$ cat src/rtl/color_apply_seq_pkg.sv
// Shared types for the color apply sequencer: FSM state encoding, the
// queued declaration record and a saturating counter helper.
package color_apply_seq_pkg;

  // Sequencer states; REG and VIS are the two resolver passes.
  typedef enum logic [1:0] {
    ST_IDLE = 2'd0,
    ST_REG  = 2'd1,
    ST_VIS  = 2'd2,
    ST_DONE = 2'd3
  } seq_state_t;

  // One queued color declaration (46 bits).
  typedef struct packed {
    logic        is_ident;
    logic [9:0]  ident;
    logic [31:0] rgb;
    logic        regular;
    logic        visited;
    logic        last;
  } decl_t;

  localparam int unsigned DECL_W = $bits(decl_t);

  localparam logic [7:0] CNT_MAX = 8'hFF;

  // Increment that sticks at the counter ceiling instead of wrapping.
  function automatic logic [7:0] sat_inc(input logic [7:0] value);
    return (value == CNT_MAX) ? value : value + 8'd1;
  endfunction

endpackage

$ cat src/rtl/color_apply_seq_decl_fifo.sv
// Declaration FIFO: DEPTH entries of decl_t, registered read/write
// pointers with a wrap bit so full and empty are distinguishable.
module decl_fifo
  import color_apply_seq_pkg::*;
#(
  parameter int DEPTH = 4
) (
  input  logic  clk,
  input  logic  reset,
  input  logic  push,
  input  decl_t push_data,
  input  logic  pop,
  output decl_t head,
  output logic  full,
  output logic  empty
);

  localparam int AW = $clog2(DEPTH);
  localparam logic [AW:0] PTR_ONE = 1;

  decl_t       mem [DEPTH];
  logic [AW:0] wr_ptr;
  logic [AW:0] rd_ptr;
  logic        do_push;
  logic        do_pop;

  // Pointers equal means empty; equal index with differing wrap bit means full.
  assign empty = (wr_ptr == rd_ptr);
  assign full  = (wr_ptr[AW] != rd_ptr[AW]) && (wr_ptr[AW-1:0] == rd_ptr[AW-1:0]);

  // A full FIFO refuses the push even if the same cycle pops.
  assign do_push = push && !full;
  assign do_pop  = pop && !empty;

  assign head = mem[rd_ptr[AW-1:0]];

  // Storage is cleared on reset so the head never carries stale data.
  always_ff @(posedge clk) begin
    if (!reset) begin
      for (int i = 0; i < DEPTH; i++) begin
        mem[i] <= '0;
      end
    end else if (do_push) begin
      mem[wr_ptr[AW-1:0]] <= push_data;
    end
  end

  // Pointer update; reset discards everything queued.
  always_ff @(posedge clk) begin
    if (!reset) begin
      wr_ptr <= '0;
      rd_ptr <= '0;
    end else begin
      if (do_push) begin
        wr_ptr <= wr_ptr + PTR_ONE;
      end
      if (do_pop) begin
        rd_ptr <= rd_ptr + PTR_ONE;
      end
    end
  end

endmodule

$ cat src/rtl/color_apply_seq.sv
// Color apply sequencer: drains queued declarations through one shared
// resolver, one pass for the regular style and one for the visited-link
// style, resolving currentcolor locally from the parent color and
// counting the writes applied per element.
module color_apply_seq
  import color_apply_seq_pkg::*;
#(
  parameter int DEPTH = 4
) (
  input  logic        clk,
  input  logic        reset,
  input  logic        decl_valid,
  output logic        decl_ready,
  input  logic        decl_is_ident,
  input  logic [9:0]  decl_ident,
  input  logic [31:0] decl_rgb,
  input  logic        decl_regular,
  input  logic        decl_visited,
  input  logic        decl_last,
  input  logic [9:0]  css_currentcolor,
  input  logic [31:0] parent_color,
  input  logic        parent_color_isvalid,
  input  logic [31:0] parent_invalid_color,
  output logic        res_is_ident,
  output logic [9:0]  res_ident,
  output logic [31:0] res_rgb,
  output logic        res_for_visited,
  input  logic [31:0] res_color,
  input  logic        hold,
  output logic        color_ld_en,
  output logic        visited_ld_en,
  output logic [31:0] color_data,
  output logic        elem_done,
  output logic [7:0]  applied_cnt
);

  seq_state_t  state;
  logic [7:0]  cnt;
  decl_t       in_decl;
  decl_t       head;
  logic        full;
  logic        empty;
  logic        pop;
  logic        pass_active;
  logic        writing;
  logic        inherit;
  logic [31:0] parent_value;
  logic [31:0] write_value;

  assign in_decl = '{
    is_ident: decl_is_ident,
    ident:    decl_ident,
    rgb:      decl_rgb,
    regular:  decl_regular,
    visited:  decl_visited,
    last:     decl_last
  };

  // Pushes stay open during hold; only the drain side stalls.
  assign decl_ready = !full;

  decl_fifo #(
    .DEPTH(DEPTH)
  ) u_fifo (
    .clk      (clk),
    .reset    (reset),
    .push     (decl_valid),
    .push_data(in_decl),
    .pop      (pop),
    .head     (head),
    .full     (full),
    .empty    (empty)
  );

  // Write strobes follow the state directly so a stall gates them the same cycle.
  assign color_ld_en   = (state == ST_REG) && !hold;
  assign visited_ld_en = (state == ST_VIS) && !hold;
  assign elem_done     = (state == ST_DONE) && !hold;
  assign writing       = color_ld_en || visited_ld_en;
  assign applied_cnt   = cnt;

  // Resolver operands are only presented during a pass, zero otherwise.
  assign pass_active     = (state == ST_REG) || (state == ST_VIS);
  assign res_is_ident    = pass_active && head.is_ident;
  assign res_ident       = pass_active ? head.ident : '0;
  assign res_rgb         = pass_active ? head.rgb : '0;
  assign res_for_visited = (state == ST_VIS);

  // currentcolor never reaches the resolver result; it takes the parent color.
  assign inherit      = head.is_ident && (head.ident == css_currentcolor);
  assign parent_value = parent_color_isvalid ? parent_color : parent_invalid_color;
  assign write_value  = inherit ? parent_value : res_color;
  assign color_data   = writing ? write_value : '0;

  // Head is retired after its final pass, or straight from IDLE if it applies nowhere.
  always_comb begin
    pop = 1'b0;
    if (!hold) begin
      case (state)
        ST_IDLE: pop = !empty && !head.regular && !head.visited;
        ST_REG:  pop = !head.visited;
        ST_VIS:  pop = 1'b1;
        default: pop = 1'b0;
      endcase
    end
  end

  // Sequencer state and per-element write counter, both frozen by hold.
  always_ff @(posedge clk) begin
    if (!reset) begin
      state <= ST_IDLE;
      cnt   <= '0;
    end else if (!hold) begin
      if (writing) begin
        cnt <= sat_inc(cnt);
      end
      case (state)
        ST_IDLE: begin
          if (!empty) begin
            if (head.regular) begin
              state <= ST_REG;
            end else if (head.visited) begin
              state <= ST_VIS;
            end else if (head.last) begin
              state <= ST_DONE;
            end
          end
        end
        ST_REG: begin
          if (head.visited) begin
            state <= ST_VIS;
          end else if (head.last) begin
            state <= ST_DONE;
          end else begin
            state <= ST_IDLE;
          end
        end
        ST_VIS: begin
          state <= head.last ? ST_DONE : ST_IDLE;
        end
        ST_DONE: begin
          state <= ST_IDLE;
          cnt   <= '0;
        end
        default: state <= ST_IDLE;
      endcase
    end
  end

endmodule

$ cat config.mk
export PLATFORM = sky130hd
export DESIGN_NAME = color_apply_seq
export DESIGN_NICKNAME = d
export VERILOG_FILES = /design/src/rtl/color_apply_seq_pkg.sv /design/src/rtl/color_apply_seq_decl_fifo.sv /design/src/rtl/color_apply_seq.sv
export SDC_FILE = /design/constraint.sdc
export NUM_CORES = 1
export LEC_CHECK = 0
export CORE_UTILIZATION = 39
export DETAILED_ROUTE_END_ITERATION = 16
export MAX_ROUTING_LAYER = met4
export PLACE_DENSITY = 0.67
export SLEW_MARGIN = 0
export SYNTH_ARGS = -nofsm -noshare
export SYNTH_HDL_FRONTEND = slang
export SYNTH_SLANG_ARGS = --single-unit
export TNS_END_PERCENT = 10
$ cat constraint.sdc
create_clock -name clk -period 6.3 [get_ports clk]
set_input_delay 0.63 -clock clk [delete_from_list [all_inputs] [get_ports clk]]
set_output_delay 0.63 -clock clk [all_outputs]
set_load 0.02 [all_outputs]
==> load_flow_metrics.sql <==
INSERT INTO impl_metrics (metric_group, metric, value, unit) VALUES
('run_status', 'run_status', 'finished clean', ''),
('yosys', 'number_of_warnings_printed_during_yosys_synthesis', '0', ''),
('route', 'ant_nets', '0', ''),
('worst_setup_path', 'crit_slowest_cell', 'sky130_fd_sc_hd__dfxtp_4', ''),
('worst_setup_path', 'critical_path.most_common_cell', 'sky130_fd_sc_hd__buf_4', ''),
('route', 'post_drt_wl_per_cell', '18.88', 'um'),
('worst_setup_path', 'worst_r2r_endpoint', 'u_fifo.mem[0][25]$_SDFFCE_PN0P_', ''),
('timing', 'worst_max_slew_pin_slew', '1.015', 'ns'),
('yosys', 'synth_commonest_cells', 'sky130_fd_sc_hd__and2_1, sky130_fd_sc_hd__edfxtp_1, sky130_fd_sc_hd__nand2_1, sky130_fd_sc_hd__clkbuf_1, sky130_fd_sc_hd__mux4_2', ''),
('worst_setup_path', 'critical_path.startpoint_type', 'register', ''),
('cts', 'cts_hold_buffers', '0', ''),
('yosys', 'synth_seq_cells', '202', ''),
('cts', 'htreeDepth', '1', ''),
('power_and_ir_drop', 'p_leak', '4.891', 'nW'),
('placement', 'dpl_worst_slack', '1.725', 'ns'),
('placement', 'port_buffers', '244', ''),
('finish', 'area_growth', '33.33', '%'),
('yosys', 'synth_enable_flop_cells', '184', ''),
('flow_run', 'max-cap-violations', '0', ''),
('worst_setup_path', 'crit_path_buffers_inverters', '3', ''),
('worst_setup_path', 'cp_data_required_time', '5.67', 'ns'),
('timing', 'timing.setup.tns', '0', 'ns'),
('grt', 'global_route.usage.met1', '21.26', '%'),
('yosys', 'post-synth-top-area-cell', 'sky130_fd_sc_hd__edfxtp_1', ''),
('power_and_ir_drop', 'p_switching', '0.001042', 'W'),
('route', 'vias', '6754', ''),
('hold_path', 'min_path_type', 'register to register', ''),
('grt', 'grt.met3_usage', '3.721', '%'),
('hold_path', 'min_from', 'u_fifo.rd_ptr[2]$_SDFFE_PN0P_', ''),
('grt', 'top_usage_layer', 'met2', ''),
('route', 'drt_pre_antenna_iters', '4', ''),
('yosys', 'synth_nets', '939', ''),
('route', 'drcViolationCount', '0', ''),
('yosys', 'synth-seq-area-share', '56.72', '%'),
('cts', 'worst_setup_hold_path_clk_slew', '0.06', 'ns'),
('hold_path', 'worst_hold_path.endpoint', 'u_fifo.rd_ptr[2]$_SDFFE_PN0P_', ''),
('worst_setup_path', 'cp_cell_sequence', 'buf_4, mux4_2, xnor2_2, nand4_2, nor3_4, buf_4, mux2i_1, clkdlybuf4s50_1', ''),
('placement', 'detailedPlacementHpwl', '16.66', 'mm'),
('floorplan', 'core-area', '26060', 'sq um'),
('cts', 'cts_root_buffer', 'sky130_fd_sc_hd__clkbuf_16', ''),
('cts', 'clock_tree_from_tritoncts', 'yes', ''),
('finish', 'diodes', '0', ''),
('worst_setup_path', 'ff2ff_path_depth', '7', ''),
('power_and_ir_drop', 'internal_power', '0.002740', 'W'),
('floorplan', 'initial_utilization', '39.82', '%'),
('hold_path', 'whs_path_depth', '2', ''),
('cts', 'clock_sink_count', '202', ''),
('placement', 'gp_congestion', '0.7859', ''),
('floorplan', 'dieArea', '27260', 'sq um'),
('grt', 'first_global_vias', '7064', ''),
('worst_setup_path', 'cpPeakStageDelay', '0.78', 'ns'),
('finish', 'final_nets', '1169', ''),
('yosys', 'synthArstFlopShare', '0', '%'),
('route', 'wirelength', '25.60', 'mm'),
('yosys', 'synth.lib_cells_used.distinct', '42', ''),
('floorplan', 'io_pins', '245', ''),
('grt', 'grt_use_total', '19.23', '%'),
('power_and_ir_drop', 'irDropWorstVdd', '0.1724', 'mV'),
('power_and_ir_drop', 'sequential_cell_fraction_of_total_power', '42.5', '%'),
('timing', 'fmaxAchievable', '199.5', 'MHz'),
('grt', 'grt_remaining_overflow', '0', ''),
('worst_setup_path', 'arrival', '4.38', 'ns'),
('cts', 'cts-buffers-inserted', '23', ''),
('power_and_ir_drop', 'power.switching_fraction', '27.55', '%'),
('yosys', 'syn_inst', '774', ''),
('floorplan', 'num_rows', '59', ''),
('power_and_ir_drop', 'power_density', '273.4', 'nW/um^2'),
('timing', 'timing.final.max_slew_violations', '0', ''),
('yosys', 'postSynth.topFlopCell', 'sky130_fd_sc_hd__edfxtp_1', ''),
('grt', 'antenna_found_initial', '0', ''),
('floorplan', 'dieHeight', '165.1', 'um');
[metal layers]
| metal | wire, um | vias to the layer above |
|---|---|---|
| met4 | 367 | 0 |
| met5 | 0 | - |
| li1 | - | 3234 |
| met1 | 9913 | 3269 |
| met2 | 13370 | 223 |
| met3 | 1956 | 28 |
[registers in the layout, summed over array words and instances (netlist names), named ones only]
| name | count |
|---|---|
| u_fifo.mem | 184 |
| state | 2 |
| u_fifo.rd_ptr | 3 |
| u_fifo.wr_ptr | 3 |
| applied_cnt | 8 |
[worst reg2reg max path, delay by kind of cell, from the launching register on]
kind / cells / cell delay, ns
and+or+nand+nor: 4 / 1.52
buffers and inverters: 2 / 0.83
DFF: 1 / 0.52
xor gates and xnor gates: 1 / 0.12
[power by group through the flow]
stage          combinational (W)  sequential [W]  clock, W
2_1_floorplan           0.000550         0.00161         0
3_5_place_dp            0.000939         0.00164         0
3_3_place_gp            0.000939         0.00163         0
5_1_grt                  0.00100         0.00162   0.00132
6_report                0.000930         0.00161   0.00124
4_1_cts                 0.000945         0.00161   0.00127
[logic make-up after synthesis]
group	after synthesis	share of synthesized area (%)
DFF	202	56.72
muxes	114	17.26
and+or+nand+nor	346	19.00
xor gates and xnor gates	21	1.845
AOI/OAI and AO/OA	24	1.519
buffers and inverters	59	2.689
adders and majority gates	8	0.9647
[how the worst max path moves through the flow]
stage	endpoint	from	cells past startpoint	slack [ns]
floorplan	u_fifo.mem[3][0]$_DFFE_PP_	u_fifo.wr_ptr[0]$_SDFFE_PN0P_	4	1.54
CTS	color_data[8]	register	8	1.16
finish	color_data[8]	register	8	1.29
global route	color_data[1]	register	8	1.00
detailed placement	color_data[8]	register	8	1.72
global placement	color_data[8]	register	8	1.70
[cells in the final DEF (no fill, tap or decap), types with 16 or more instances in the layout]
cell                              instances
sky130_fd_sc_hd__and2_1                 228
sky130_fd_sc_hd__clkbuf_16               24
sky130_fd_sc_hd__clkdlybuf4s50_1        244
sky130_fd_sc_hd__dfxtp_1                 16
sky130_fd_sc_hd__edfxtp_1               184
sky130_fd_sc_hd__mux2_2                  32
sky130_fd_sc_hd__mux2i_1                 36
sky130_fd_sc_hd__mux4_2                  37
sky130_fd_sc_hd__nand2_1                 76
sky130_fd_sc_hd__xnor2_1                 18
[final cells by class]
class / instances / area (sq um)
Clock buffer: 31 / 646.9
Fill cell: 2279 / 12220
Timing Repair Buffer: 257 / 2540
Tap cell: 335 / 419.2
Multi-Input combinational cell: 513 / 4247
Clock inverter: 11 / 65.06
Sequential cell: 202 / 5891
Inverter: 7 / 26.28
[stage by stage]
stage | area (sq um) | instances | utilization, % | total power [W] | hold WS [ns]
global placement | 13120 | 1314 | 50.36 | 0.002573 | 0.4714
detailed placement | 13120 | 1314 | 50.36 | 0.002577 | 0.4861
global route | 13830 | 1356 | 53.09 | 0.003941 | 0.5272
floorplan | 10380 | 774 | - | 0.002157 | 0.4542
CTS | 13830 | 1356 | 53.09 | 0.003825 | 0.4935
finish | 13830 | 1356 | 53.09 | 0.003782 | 0.4899
Note: power is estimated with default switching activity, not from simulation.
